### config.mk
export PLATFORM = sky130hd
export DESIGN_NAME = mlp_stream_loader_flat
export DESIGN_NICKNAME = d
export VERILOG_FILES = /design/src/rtl/mlp_stream_loader_if.sv /design/src/rtl/mlp_stream_loader.sv /design/src/flat_wrapper.sv
export SDC_FILE = /design/constraint.sdc
export NUM_CORES = 1
export LEC_CHECK = 0
export CORE_MARGIN = 3
export CORE_UTILIZATION = 50
export CTS_CLUSTER_DIAMETER = 100
export DETAILED_ROUTE_END_ITERATION = 16
export DONT_BUFFER_PORTS = 1
export GPL_ROUTABILITY_DRIVEN = 1
export SLEW_MARGIN = 0
export SYNTH_ARGS = -nofsm -noshare
export SYNTH_HDL_FRONTEND = slang
export SYNTH_SLANG_ARGS = --single-unit
### constraint.sdc
create_clock -name clk -period 5.2 [get_ports clk]
set_clock_uncertainty 0.2 [all_clocks]
set_input_delay 1.3 -clock clk [delete_from_list [all_inputs] [get_ports clk]]
set_output_delay 1.3 -clock clk [all_outputs]
set_load 0.02 [all_outputs]
### src/rtl/mlp_stream_loader_if.sv
// Host-side byte streams of the MLP loader: command bytes in (s_*) and
// captured result bytes out (m_*), both valid/ready.
interface mlp_stream_loader_if;
    logic [7:0] s_data;
    logic       s_valid;
    logic       s_ready;
    logic [7:0] m_data;
    logic       m_valid;
    logic       m_ready;

    // slave: the loader side; master: the host side
    modport slave (
        input  s_data, s_valid, m_ready,
        output s_ready, m_data, m_valid
    );
    modport master (
        output s_data, s_valid, m_ready,
        input  s_ready, m_data, m_valid
    );
endinterface

### src/rtl/mlp_stream_loader.sv
// Command-packet parser in front of the MLP core: loads inputs/weights/biases,
// configures and runs the core, and buffers its output bytes for the host.
module mlp_stream_loader #(
    parameter int OUT_FIFO_DEPTH = 16
) (
    input  logic                    clk,
    input  logic                    rst_n,
    mlp_stream_loader_if.slave      host,
    output logic [15:0]             input_addr,
    output logic [7:0]              input_data,
    output logic                    input_we,
    output logic [15:0]             weight_addr,
    output logic [7:0]              weight_data,
    output logic                    weight_we,
    output logic [15:0]             bias_addr,
    output logic [7:0]              bias_data,
    output logic                    bias_we,
    output logic [15:0]             num_inputs,
    output logic [15:0]             num_outputs,
    output logic                    start,
    input  logic                    done,
    input  logic [7:0]              core_out_data,
    input  logic                    core_out_valid,
    output logic                    busy,
    output logic                    err_opcode,
    output logic                    err_overflow
);
    localparam int AW = $clog2(OUT_FIFO_DEPTH);
    localparam logic [AW:0] FULL_CNT = (AW+1)'(OUT_FIFO_DEPTH);
    localparam logic [AW:0] ONE_CNT  = (AW+1)'(1);

    typedef enum logic [2:0] {
        IDLE, HDR, PAYLOAD, RUN_START, RUN_WAIT, RUN_RELEASE
    } state_t;

    state_t      state_reg;
    logic [2:0]  op_reg;
    logic [1:0]  hdr_cnt_reg;
    logic [15:0] field_a_reg;
    logic [7:0]  field_b_lo_reg;
    logic [15:0] addr_ptr_reg;
    logic [15:0] remain_reg;
    logic        s_ready_reg;
    logic        busy_reg;
    logic        s_fire;
    logic [15:0] field_b;

    assign s_fire       = host.s_valid && s_ready_reg;
    assign field_b      = {host.s_data, field_b_lo_reg};
    assign host.s_ready = s_ready_reg;
    assign busy         = busy_reg;

    always_ff @(posedge clk or negedge rst_n) begin
        if (!rst_n) begin
            state_reg      <= IDLE;
            op_reg         <= '0;
            hdr_cnt_reg    <= '0;
            field_a_reg    <= '0;
            field_b_lo_reg <= '0;
            addr_ptr_reg   <= '0;
            remain_reg     <= '0;
            s_ready_reg    <= 1'b0;
            busy_reg       <= 1'b0;
            input_addr     <= '0;
            input_data     <= '0;
            input_we       <= 1'b0;
            weight_addr    <= '0;
            weight_data    <= '0;
            weight_we      <= 1'b0;
            bias_addr      <= '0;
            bias_data      <= '0;
            bias_we        <= 1'b0;
            num_inputs     <= '0;
            num_outputs    <= '0;
            start          <= 1'b0;
            err_opcode     <= 1'b0;
        end else begin
            input_we  <= 1'b0;
            weight_we <= 1'b0;
            bias_we   <= 1'b0;
            case (state_reg)
                IDLE: begin
                    s_ready_reg <= 1'b1;
                    busy_reg    <= 1'b0;
                    if (s_fire) begin
                        case (host.s_data)
                            8'h01, 8'h02, 8'h03, 8'h04: begin
                                op_reg      <= host.s_data[2:0];
                                hdr_cnt_reg <= '0;
                                state_reg   <= HDR;
                                busy_reg    <= 1'b1;
                            end
                            8'h05: begin
                                start       <= 1'b1;
                                s_ready_reg <= 1'b0;
                                busy_reg    <= 1'b1;
                                state_reg   <= RUN_START;
                            end
                            default: err_opcode <= 1'b1;
                        endcase
                    end
                end
                HDR: begin
                    if (s_fire) begin
                        hdr_cnt_reg <= hdr_cnt_reg + 2'd1;
                        case (hdr_cnt_reg)
                            2'd0: field_a_reg[7:0]  <= host.s_data;
                            2'd1: field_a_reg[15:8] <= host.s_data;
                            2'd2: field_b_lo_reg    <= host.s_data;
                            default: begin
                                if (op_reg == 3'd4) begin
                                    num_inputs  <= field_a_reg;
                                    num_outputs <= field_b;
                                    state_reg   <= IDLE;
                                    busy_reg    <= 1'b0;
                                end else if (field_b == 16'd0) begin
                                    state_reg <= IDLE;
                                    busy_reg  <= 1'b0;
                                end else begin
                                    addr_ptr_reg <= field_a_reg;
                                    remain_reg   <= field_b;
                                    state_reg    <= PAYLOAD;
                                end
                            end
                        endcase
                    end
                end
                PAYLOAD: begin
                    if (s_fire) begin
                        case (op_reg)
                            3'd1: begin
                                input_we   <= 1'b1;
                                input_addr <= addr_ptr_reg;
                                input_data <= host.s_data;
                            end
                            3'd2: begin
                                weight_we   <= 1'b1;
                                weight_addr <= addr_ptr_reg;
                                weight_data <= host.s_data;
                            end
                            default: begin
                                bias_we   <= 1'b1;
                                bias_addr <= addr_ptr_reg;
                                bias_data <= host.s_data;
                            end
                        endcase
                        // 16-bit address naturally wraps 0xFFFF -> 0x0000
                        addr_ptr_reg <= addr_ptr_reg + 16'd1;
                        remain_reg   <= remain_reg - 16'd1;
                        if (remain_reg == 16'd1) begin
                            state_reg <= IDLE;
                            busy_reg  <= 1'b0;
                        end
                    end
                end
                RUN_START: state_reg <= RUN_WAIT;
                RUN_WAIT: begin
                    if (done) begin
                        start     <= 1'b0;
                        state_reg <= RUN_RELEASE;
                    end
                end
                RUN_RELEASE: begin
                    if (!done) begin
                        state_reg   <= IDLE;
                        busy_reg    <= 1'b0;
                        s_ready_reg <= 1'b1;
                    end
                end
                default: state_reg <= IDLE;
            endcase
        end
    end

    // Output FIFO with a registered head entry (first-word-fall-through)
    logic [7:0]  fifo_mem [OUT_FIFO_DEPTH];
    logic [AW-1:0] wr_ptr_reg;
    logic [AW-1:0] rd_ptr_reg;
    logic [AW-1:0] rd_ptr_next;
    logic [AW:0]   count_reg;
    logic [7:0]    head_reg;
    logic          fifo_empty;
    logic          fifo_full;
    logic          pop;
    logic          push;

    assign fifo_empty   = (count_reg == '0);
    assign fifo_full    = (count_reg == FULL_CNT);
    assign pop          = !fifo_empty && host.m_ready;
    assign push         = core_out_valid && (!fifo_full || pop);
    assign rd_ptr_next  = rd_ptr_reg + 1'b1;
    assign host.m_valid = !fifo_empty;
    assign host.m_data  = head_reg;

    always_ff @(posedge clk) begin
        if (push) fifo_mem[wr_ptr_reg] <= core_out_data;
    end

    always_ff @(posedge clk or negedge rst_n) begin
        if (!rst_n) begin
            wr_ptr_reg   <= '0;
            rd_ptr_reg   <= '0;
            count_reg    <= '0;
            head_reg     <= '0;
            err_overflow <= 1'b0;
        end else begin
            if (push) wr_ptr_reg <= wr_ptr_reg + 1'b1;
            if (pop)  rd_ptr_reg <= rd_ptr_next;
            if (push && !pop)      count_reg <= count_reg + ONE_CNT;
            else if (pop && !push) count_reg <= count_reg - ONE_CNT;
            // Head comes straight from the core when the FIFO is (about to be) empty
            if (push && (fifo_empty || (pop && count_reg == ONE_CNT)))
                head_reg <= core_out_data;
            else if (pop && count_reg > ONE_CNT)
                head_reg <= fifo_mem[rd_ptr_next];
            if (core_out_valid && fifo_full && !pop)
                err_overflow <= 1'b1;
        end
    end
endmodule

### src/flat_wrapper.sv
// flat-port wrapper written by rule: the top's interface ports become plain ports
module mlp_stream_loader_flat 
#(
    parameter int OUT_FIFO_DEPTH = 16
)
  (clk, rst_n, input_addr, input_data, input_we, weight_addr, weight_data, weight_we, bias_addr, bias_data, bias_we, num_inputs, num_outputs, start, done, core_out_data, core_out_valid, busy, err_opcode, err_overflow, host_s_data, host_s_valid, host_m_ready, host_s_ready, host_m_data, host_m_valid);
  mlp_stream_loader_if host_i ();
  input  logic clk;
  input  logic rst_n;
  output logic [15:0] input_addr;
  output logic [7:0] input_data;
  output logic input_we;
  output logic [15:0] weight_addr;
  output logic [7:0] weight_data;
  output logic weight_we;
  output logic [15:0] bias_addr;
  output logic [7:0] bias_data;
  output logic bias_we;
  output logic [15:0] num_inputs;
  output logic [15:0] num_outputs;
  output logic start;
  input  logic done;
  input  logic [7:0] core_out_data;
  input  logic core_out_valid;
  output logic busy;
  output logic err_opcode;
  output logic err_overflow;
  input wire logic [$bits(host_i.s_data)-1:0] host_s_data;
  input wire logic [$bits(host_i.s_valid)-1:0] host_s_valid;
  input wire logic [$bits(host_i.m_ready)-1:0] host_m_ready;
  output wire logic [$bits(host_i.s_ready)-1:0] host_s_ready;
  output wire logic [$bits(host_i.m_data)-1:0] host_m_data;
  output wire logic [$bits(host_i.m_valid)-1:0] host_m_valid;
  assign host_i.s_data = host_s_data;
  assign host_i.s_valid = host_s_valid;
  assign host_i.m_ready = host_m_ready;
  assign host_s_ready = host_i.s_ready;
  assign host_m_data = host_i.m_data;
  assign host_m_valid = host_i.m_valid;
  mlp_stream_loader #(.OUT_FIFO_DEPTH(OUT_FIFO_DEPTH)) u_core (.clk(clk), .rst_n(rst_n), .host(host_i), .input_addr(input_addr), .input_data(input_data), .input_we(input_we), .weight_addr(weight_addr), .weight_data(weight_data), .weight_we(weight_we), .bias_addr(bias_addr), .bias_data(bias_data), .bias_we(bias_we), .num_inputs(num_inputs), .num_outputs(num_outputs), .start(start), .done(done), .core_out_data(core_out_data), .core_out_valid(core_out_valid), .busy(busy), .err_opcode(err_opcode), .err_overflow(err_overflow));
endmodule
## After elaboration in Yosys (flattened, before gate mapping)

Memory sizes are Yosys's and may differ from the RTL's.
Cells that the tools add are included.

| cells by class | value |
|---|---|
| div/mod/pow operators | 0 |
| equality and inequality tests | 31 |
| $lt $le $gt $ge | 1 |
| bitwise gates (word level) | 3 |
| shifts and indexed selects | 0 |
| add/sub/neg operators | 7 |
| $mul | 0 |
| reduce and logical (&&, ||, !) cells | 46 |
| mux-type cells | 60 |

Operators by type and width:

| kind | count |
|---|---|
| two-way mux 16 bit | 10 |
| one-hot mux 16 bit (2 select lines) | 2 |
| two-way mux 1 bit | 26 |
| two-way mux 3 bit | 8 |
| AND reduction 3 bit | 8 |
| one-hot mux 3 bit (6 select lines) | 1 |
| adder 16 x 1 -> 16 bit, second input constant | 1 |
| equality test 16 x 1 -> 1 bit, second input constant | 1 |
| equality test 8 x 2 -> 1 bit, second input constant | 2 |
| equality test 8 x 3 -> 1 bit, second input constant | 2 |
| zero test 16 bit | 1 |
| two-way mux 8 bit | 2 |
| subtractor 16 x 1 -> 16 bit, second input constant | 1 |
| != test 2 bit, second input constant | 7 |
| AND reduction 4 bit | 3 |
| nonzero test 2 bit | 6 |
| logical AND 1 bit | 10 |
| two-way mux 5 bit | 2 |
| equality test 3 x 2 -> 1 bit, second input constant | 3 |
| equality test 3 bit, second input constant | 3 |
| adder 4 x 1 -> 4 bit, second input constant | 2 |
| equality test 8 x 1 -> 1 bit, second input constant | 1 |
| two-way mux 2 bit | 4 |
| != test 2 x 1 -> 1 bit, second input constant | 4 |
| other kinds (30) | 38 |

| storage, ports and cells | value |
|---|---|
| memory bits (writable) | 128 |
| output and inout bits | 121 |
| bits in latches | 0 |
| bits in read-only memories | 0 |
| memories | 1 |
| register bits | 197 |

Memories:

| name | words | width | read ports | clocked after memory_dff | write ports | RTL line | text |
|---|---|---|---|---|---|---|---|
| u_core.fifo_mem | 16 | 8 | 1 | 0 | 1 | mlp_stream_loader.sv:176 | `logic [7:0] fifo_mem [OUT_FIFO_DEPTH];` |

## Depth between registers and ports, before layout

Gate-level depths: netlist (run 1).

| depth | value |
|---|---|
| word-level depth | 9 |
| mapped depth | 11 |

## Worst setup path before layout (run 1)

Ideal clock, no wire load.

| timing path | value |
|---|---|
| path type | input port to flip-flop |
| from | input port host_m_ready |
| to | register u_core.count_reg[4] |
| library setup time | 0.079 ns |
| path slack | 1.709 ns |
| arrival | 3.212 ns |
| stages | 8 |
| required time | 4.921 ns |
| cells stage by stage | clkbuf_1 nor4_1 nor2b_1 clkbuf_1 ha_1 or4b_2 a21oi_1 xor2_1 |

| between the ends | value |
|---|---|
| cells in the longest elaborated chain, start to end | 6 |

Ends and longest elaborated chain:

| what | RTL line | text |
|---|---|---|
| from (decl) | flat_wrapper.sv:30 | `input wire logic [$bits(host_i.m_ready)-1:0] host_m_ready;` |
| logical AND 1 bit * | mlp_stream_loader.sv:189 | `assign pop = !fifo_empty && host.m_ready;` |
| logical OR 1 bit * | mlp_stream_loader.sv:190 | `assign push = core_out_valid && (!fifo_full \|\| pop);` |
| logical AND 1 bit * | mlp_stream_loader.sv:190 |  |
| net u_core.push | mlp_stream_loader.sv:185 | `logic push;` |
| zero test 1 bit | mlp_stream_loader.sv:210 | `else if (pop && !push) count_reg <= count_reg - ONE_CNT;` |
| logical AND 1 bit | mlp_stream_loader.sv:210 |  |
| nonzero test 2 bit (no source line) | n/a |  |
| to (signal assigned) | mlp_stream_loader.sv:209 | `if (push && !pop) count_reg <= count_reg + ONE_CNT;` |
| to (signal assigned) | mlp_stream_loader.sv:210 |  |
| to (decl) | mlp_stream_loader.sv:180 | `logic [AW:0] count_reg;` |

The timed path passes the listed nets; every way through them passes the cells marked *.
A chain may end at the register's enable or synchronous reset.

## Worst setup path in the final report (run 1)

| timing path | value |
|---|---|
| from | register u_core.count_reg[0] |
| to | output port host_m_valid |

| between the ends | value |
|---|---|
| cells in the longest elaborated chain, start to end | 2 |

Ends and longest elaborated chain:

| what | RTL line | text |
|---|---|---|
| zero test 5 bit | mlp_stream_loader.sv:187 | `assign fifo_empty = (count_reg == '0);` |
| zero test 1 bit | mlp_stream_loader.sv:192 | `assign host.m_valid = !fifo_empty;` |
| to (decl) | flat_wrapper.sv:33 | `output wire logic [$bits(host_i.m_valid)-1:0] host_m_valid;` |

No other way between the ends.

==> summary.md, run 1 <==
| Metric | Value |
|---|---|
| Max-cap viol count | 0 |
| RSZ-0062 raised after global routing | false |
| P&R area growth vs syn | 10.0% |
| PwrDens | 558 nW/um^2 |
| Adder-cell share of the synthesized area | 1.54% |
| DP HPWL | 19200 um |
| First drt pass iteration count | 6 |
| Crit path to | host_m_valid |
| Die width | 172 um |
| Crit path kind | reg2out |
| Worst setup EP type | output pin |
| Number of flops mapped to enable cells by yosys | 128 |
| Initial antenna violation count | 0 |
| Synth Area per Inst | 14.3 sq um |
| Post-CTS Setup Bufs | 0 |
| CTS Buf Count | 36 |
| Yosys top cell area share | 35.7% |
| Status | finished, final reports clean |
| Grt ovf | 0 |
| Fin crit period | 3.51 ns |
| Largest net degree at the start of global routing | 198 |
| Post-Syn Instances | 963 |
| R2R cell count | 7 |
| Post-Syn Nets | 1002 |
| Reg clk slew, reported paths | 0.06 ns |
| Number of distinct library cells after synthesis | 60 |
| Largest area contributor in the netlist | dfrtp_1 |
| CTS tree | done |
| Min-delay worst type | in2async |
| # H-tree levels | 2 |
| IO buf count | 0 |
| Proportion of synthesized area in mux cells | 16.3% |
| ANT nets after route | 0 |
| Peak supply drop | 0.394 mV |
| Highest Clock Rate | 285 MHz |
| FF-to-FF End | u_core.fifo_mem[1][0]$_DFFE_PP_ |
| CTS root buf | clkbuf_16 |
| CP Depth | 3 |
| GRT Overall Usage | 20.6% |
| Relative slew margins | 16.0% |
| CP Launch Point | u_core.count_reg[0]$_DFFE_PN0P_ |
| Post-synthesis compound-gate area fraction | 7.81% |
| Worst Path Buf+Inv | 1 |
| Routed wire length | 30500 um |
| Slowest-stage cell, CP | or4b_2 |
| Sink Count | 325 |
| CP startpoint kind | flop |
| Layout cells sized above 1 | 25.2% |
| Top cells by count, synth | dfrtp_1 (197), mux2_2 (129), edfxtp_1 (128), o21ai_0 (46), clkbuf_1 (44) |
| Vias in the first global route | 8077 |
| Register area share after synthesis | 63.5% |
| CP cell instances | inv_1 -> ha_1 -> or4b_2 |
| Leak Pwr | 6.18 nW |
| DRC | 0 |
| DR WL/cell | 23.2 um |
| Initial Util | 51.1% |
| Via-to-Cell Ratio | 6.04 |
| Die ar. | 29700 sq um |
| Layout net count | 988 |
| Max reg flops | 128 |
| Final hold violation count | 0 |
| Ports | 143 |
| FFs w/ async S/R, synth | 60.6% |
| Simple-gate share of the synthesized area | 7.54% |
| CTS Buffer Depth | 3 |
| Max-slew violations | 0 |
| Critical path's top delay family | simple AND/OR/NAND/NOR gates |
| Post-CTS sizing | 0 |
| # diodes | 0 |
| Worst Tran Pin Value | 1.25 ns |
| Period utilization | 67.5% |
| Core area | 27000 sq um |
| Crit path DAT | 2.01 ns |
| Ys flop type | dfrtp_1 |
| R2R setup slack | 1.87 ns |
| Largest family of logic cells by synthesized area | multiplexers |
| DRT iter0 DRCs | 588 |
| Final Power | 8.48 mW |
| Post-Synth XOR/XNOR Area | 1.01% |
| Worst Path Required | 3.70 ns |
| Via count | 7926 |
| Chip Height | 172 um |
| Worst skew pair latency | 0.49 ns |
| First-pass GRT wire length | 47100 um |
| Final setup TNS | 0 ns |
| Biggest fanout along the worst timing path | 6 |
| Hold buffers post-CTS | 0 |
| Seq cells post-synth | 325 |
| R2r startpoint | u_core.count_reg[0]$_DFFE_PN0P_ |
| Row count | 60 |
| CP max stage delay | 0.76 ns |
| Biggest register | u_core.fifo_mem |
| Fillers | 2217 |
| Cell area after synthesis | 13800 sq um |
| Endpoints failing setup | 0 |
| Count leader, synth | dfrtp_1 |
| Placer congestion estimate | 0.824 |
| WHS | 0.298 ns |
| Yosys warns | 0 |
| Top post-synthesis cells by area | dfrtp_1 (36%), edfxtp_1 (28%), mux2_2 (11%), mux4_2 (5.2%), o21ai_0 (1.7%) |
per-layer routing:
metal / wire (um) / global-route usage [%] / up-vias
li1: - / - / 3607
met1: 13300 / 27.9 / 4044
met2: 14600 / 33.6 / 225
met3: 1830 / 4.87 / 50
met4: 729 / 6.00 / 0
met5: 0 / 0 / -
metrics by stage:
step / area, sq um / setup slack (ns) / utilization, % / instances
floorplan: 13800 / 1.71 / - / 963
global placement: 14100 / 1.52 / 52.1 / 1252
detailed placement: 14100 / 1.36 / 52.1 / 1252
CTS: 15200 / 1.68 / 56.3 / 1313
global route: 15200 / 1.57 / 56.3 / 1313
finish: 15200 / 1.69 / 56.3 / 1313
power breakdown:
group	switching, mW	internal [mW]	leakage, nW
clock network	0.967	1.45	0.560
logic	1.11	1.00	1.87
registers	0.746	3.20	3.75
area by class of cell:
class / count / area (sq um) / share of cell area, %
multi-input combinational: 561 / 4740 / 31.2
sequential: 325 / 8770 / 57.7
inverter: 14 / 52.6 / 0.346
tap: 341 / 427 / 2.81
clock buffer: 51 / 1050 / 6.90
timing repair buffer: 11 / 82.6 / 0.543
clock inverter: 10 / 81.3 / 0.535
how the worst min path moves through the flow:
stage,from,to,slack [ns]
2_1_floorplan,u_core.remain_reg[8]$_DFFE_PN0P_,u_core.remain_reg[8]$_DFFE_PN0P_,0.26
6_report,rst_n,u_core.num_outputs[1]$_DFFE_PN0P_,0.30
4_1_cts,rst_n,u_core.input_addr[7]$_DFFE_PN0P_,0.30
3_3_place_gp,u_core.remain_reg[11]$_DFFE_PN0P_,u_core.remain_reg[11]$_DFFE_PN0P_,0.28
3_5_place_dp,u_core.rd_ptr_reg[3]$_DFFE_PN0P_,u_core.rd_ptr_reg[3]$_DFFE_PN0P_,0.29
5_1_grt,rst_n,u_core.num_outputs[5]$_DFFE_PN0P_,0.27
cell usage in the layout (no fill, tap or decap), types with 9 or more instances in the layout:
cell | netlist | routed
dfrtp_1 | 197 | 196
mux2_2 | 129 | 129
edfxtp_1 | 128 | 128
o21ai_0 | 46 | 46
nor2_1 | 42 | 42
nand2_1 | 41 | 41
clkbuf_16 | 0 | 37
mux4_2 | 32 | 32
nor3_1 | 31 | 31
a21oi_1 | 26 | 26
o31ai_1 | 22 | 22
ha_1 | 17 | 16
nand3_1 | 15 | 15
a22oi_1 | 15 | 15
inv_1 | 14 | 14
a211oi_1 | 14 | 14
and2_1 | 11 | 11
buf_4 | 0 | 11
nor4_1 | 10 | 10
xnor2_1 | 10 | 10
a2bb2oi_1 | 9 | 9
cells by family after synthesis:
logic type	count (synthesis)
AO/OA/AOI/OAI	165
multiplexers	167
XOR/XNOR	16
flip-flops	325
buffers and inverters	77
AND/OR/NAND/NOR	196
adder cells (fa/ha/maj)	17
Power figures use the tool's default switching activity.
==> run 2: changes to the inputs <==
--- a/config.mk
+++ b/config.mk
@@ -11,6 +11,7 @@
 export DETAILED_ROUTE_END_ITERATION = 16
 export DONT_BUFFER_PORTS = 1
 export GPL_ROUTABILITY_DRIVEN = 1
+export PLACE_DENSITY = 0.68
 export SLEW_MARGIN = 0
 export SYNTH_ARGS = -nofsm -noshare
 export SYNTH_HDL_FRONTEND = slang
==> constraint.sdc (replaced) <==
create_clock -name clk -period 3.16 [get_ports clk]
set_clock_uncertainty 0.2 [all_clocks]
set_input_delay 0.79 -clock clk [delete_from_list [all_inputs] [get_ports clk]]
set_output_delay 0.79 -clock clk [all_outputs]
set_load 0.02 [all_outputs]
==> summary.md, run 2 (synthesis results as in run 1) <==
| Metric | Value |
|---|---|
| Layout cells sized above 1 | 26.7% (was 25.2%) |
| Commonest non-fill, non-tap cell in the layout | dfrtp_1 (unchanged) |
| CTS Buffer Depth | 3 (unchanged) |
| # diodes | 0 (unchanged) |
| Final setup TNS | 0 ns (unchanged) |
| Sink Count | 325 (unchanged) |
| Leak Pwr | 6.31 nW (was 6.18 nW) |
| GRT Overall Usage | 20.3% (was 20.6%) |
| Slowest-stage cell, CP | or4b_2 (unchanged) |
| Worst skew pair latency | 0.50 ns (was 0.49 ns) |
| Post-CTS sizing | 0 (unchanged) |
| CP startpoint kind | flop (unchanged) |
| Min-delay worst type | in2async (unchanged) |
| Relative slew margins | 42.1% (was 16.0%) |
| Die width | 172 um (unchanged) |
| Crit path kind | reg2out (unchanged) |
| Pre-CTS setup slack | 0.375 ns (was 1.36 ns) |
| Via count | 8022 (was 7926) |
| First-pass GRT wire length | 46700 um (was 47100 um) |
| Period utilization | 95.3% |
| Initial Util | 51.1% (unchanged) |
| Clk network pwr share | 28.8% (was 28.5%) |
| Seq pwr share | 45.8% (was 46.5%) |
| CP cell instances | inv_1 -> ha_1 -> or4b_2 (unchanged) |
| P&R area growth vs syn | 11.5% (was 10.0%) |
| Biggest register | u_core.fifo_mem (unchanged) |
| Max-cap viol count | 0 (unchanged) |
| Worst Path Required | 2.17 ns (was 3.70 ns) |
| CP max stage delay | 0.75 ns (was 0.76 ns) |
| Max reg flops | 128 (unchanged) |
| Chip Height | 172 um (unchanged) |
| Layout net count | 1006 (was 988) |
| Post-CTS Setup Bufs | 0 (unchanged) |
| Placer congestion estimate | 0.856 (was 0.824) |
| Internal power | 9.44 mW (was 5.65 mW) |
| Final WS setup | 0.149 ns (was 1.69 ns) |
| PwrDens | 913 nW/um^2 (was 558 nW/um^2) |
| Fillers | 2145 (was 2217) |
| Violated checks | negative hold slack |
| Sw frac | 32.9% (was 33.4%) |
| Initial antenna violation count | 0 (unchanged) |
| Status | finished with violations (was finished, final reports clean) |
| Core area | 27000 sq um (unchanged) |
| DP HPWL | 19400 um (was 19200 um) |
| Worst setup EP type | output pin (unchanged) |
| CTS root buf | clkbuf_16 (unchanged) |
| CTS tree | done (unchanged) |
| Vias in the first global route | 8346 (was 8077) |
| Worst Tran Pin Value | 0.866 ns (was 1.25 ns) |
| WHS | -0.194 ns (was 0.298 ns) |
| DRT iter0 DRCs | 665 (was 588) |
| Biggest fanout along the worst timing path | 6 (unchanged) |
| Highest Clock Rate | 332 MHz |
| RSZ-0062 raised after global routing | false (unchanged) |
| Row count | 60 (unchanged) |
| Most frequent cells in the layout | dfrtp_1 (196), mux2_2 (129), edfxtp_1 (128) (unchanged) |
| Fin crit period | 3.01 ns |
| Routed wire length | 30200 um (was 30500 um) |
| Endpoints failing setup | 0 (unchanged) |
| First drt pass iteration count | 5 (was 6) |
| Crit path DAT | 2.02 ns (was 2.01 ns) |
| DRC | 0 (unchanged) |
| Combinational share of power | 25.5% (was 25.0%) |
| Switching Power | 4.63 mW (was 2.83 mW) |
| IO buf count | 0 (unchanged) |
| Final core utilization | 57.0% (was 56.3%) |
| ANT nets after route | 0 (unchanged) |
| Max-slew violations | 0 (unchanged) |
| CTS Buf Count | 35 (was 36) |
| Final hold violation count | 197 (was 0) |
| Ports | 143 (unchanged) |
| Reg clk slew, reported paths | 0.06 ns (about the same) |
| DR WL/cell | 22.6 um (was 23.2 um) |
| Die ar. | 29700 sq um (unchanged) |
| Via-to-Cell Ratio | 6.01 (was 6.04) |
| # H-tree levels | 2 (unchanged) |
| R2R cell count | 8 (was 7) |
| Peak supply drop | 0.484 mV (was 0.394 mV) |
| Largest net degree at the start of global routing | 198 (unchanged) |
| Grt ovf | 0 (unchanged) |
## run 2: through the flow
| step | total power, mW | hold slack [ns] | cells | cell area [sq um] |
|---|---|---|---|---|
| finish | 14.1 | -0.194 | 1334 | 15400 |
| global route | 14.8 | -0.226 | 1334 | 15400 |
| CTS | 14.2 | -0.220 | 1334 | 15400 |
| floorplan | 8.98 | 0.259 | 963 | 13800 |
| global placement | 10.0 | 0.282 | 1271 | 14200 |
| detailed placement | 10.1 | 0.284 | 1271 | 14200 |
## run 2: final cells by class
class | instances | area (sq um) | share of cell area (%)
inverter | 14 | 52.6 | 0.341
sequential | 325 | 8770 | 57.0
clock buffer | 51 | 1050 | 6.81
timing repair buffer | 30 | 250 | 1.62
tap | 341 | 427 | 2.77
multi-input combinational | 561 | 4740 | 30.7
clock inverter | 12 | 119 | 0.771
## run 2: critical path, delay by kind of cell, from the launching register on
kind | cells | cell delay (ns)
adder cells (fa/ha/maj) | 1 | 0.21
buffers and inverters | 1 | 0.12
flip-flops | 1 | 0.46
AND/OR/NAND/NOR | 1 | 0.75
## run 2: worst paths after layout
kind	slack, ns	endpoint	start
max	0.15	host_m_valid	u_core.count_reg[0]$_DFFE_PN0P_
min	-0.19	u_core.host.m_data[3]$_DFFE_PN0P_	rst_n
max reg2reg	0.32	u_core.count_reg[4]$_DFFE_PN0P_	u_core.count_reg[0]$_DFFE_PN0P_
min reg2reg	0.29	u_core.rd_ptr_reg[3]$_DFFE_PN0P_	u_core.rd_ptr_reg[3]$_DFFE_PN0P_
max in group asynchronous	2.37	u_core.bias_addr[12]$_DFFE_PN0P_	rst_n
min in group clk	0.19	u_core.fifo_mem[3][3]$_DFFE_PP_	core_out_data[3]
## run 2: layer usage
metal / up-vias / GRT usage [%] / wire (um) / part of all wire (%)
li1: 3652 / - / - / -
met1: 4094 / 26.5 / 12500 / 41
met2: 231 / 34.4 / 15200 / 50
met3: 45 / 5.03 / 1990 / 6.6
met4: 0 / 5.07 / 558 / 1.8
met5: - / 0 / 0 / 0
## run 2: power by group through the flow
stage                     clock, mW  sequential [mW]  combinational [mW]
after CTS                      4.16             6.44                3.62
after detailed placement          0             6.51                3.59
after global placement            0             6.48                3.52
final                          4.05             6.44                3.58
after global routing           4.33             6.56                3.93
after floorplan                   0             6.10                2.88
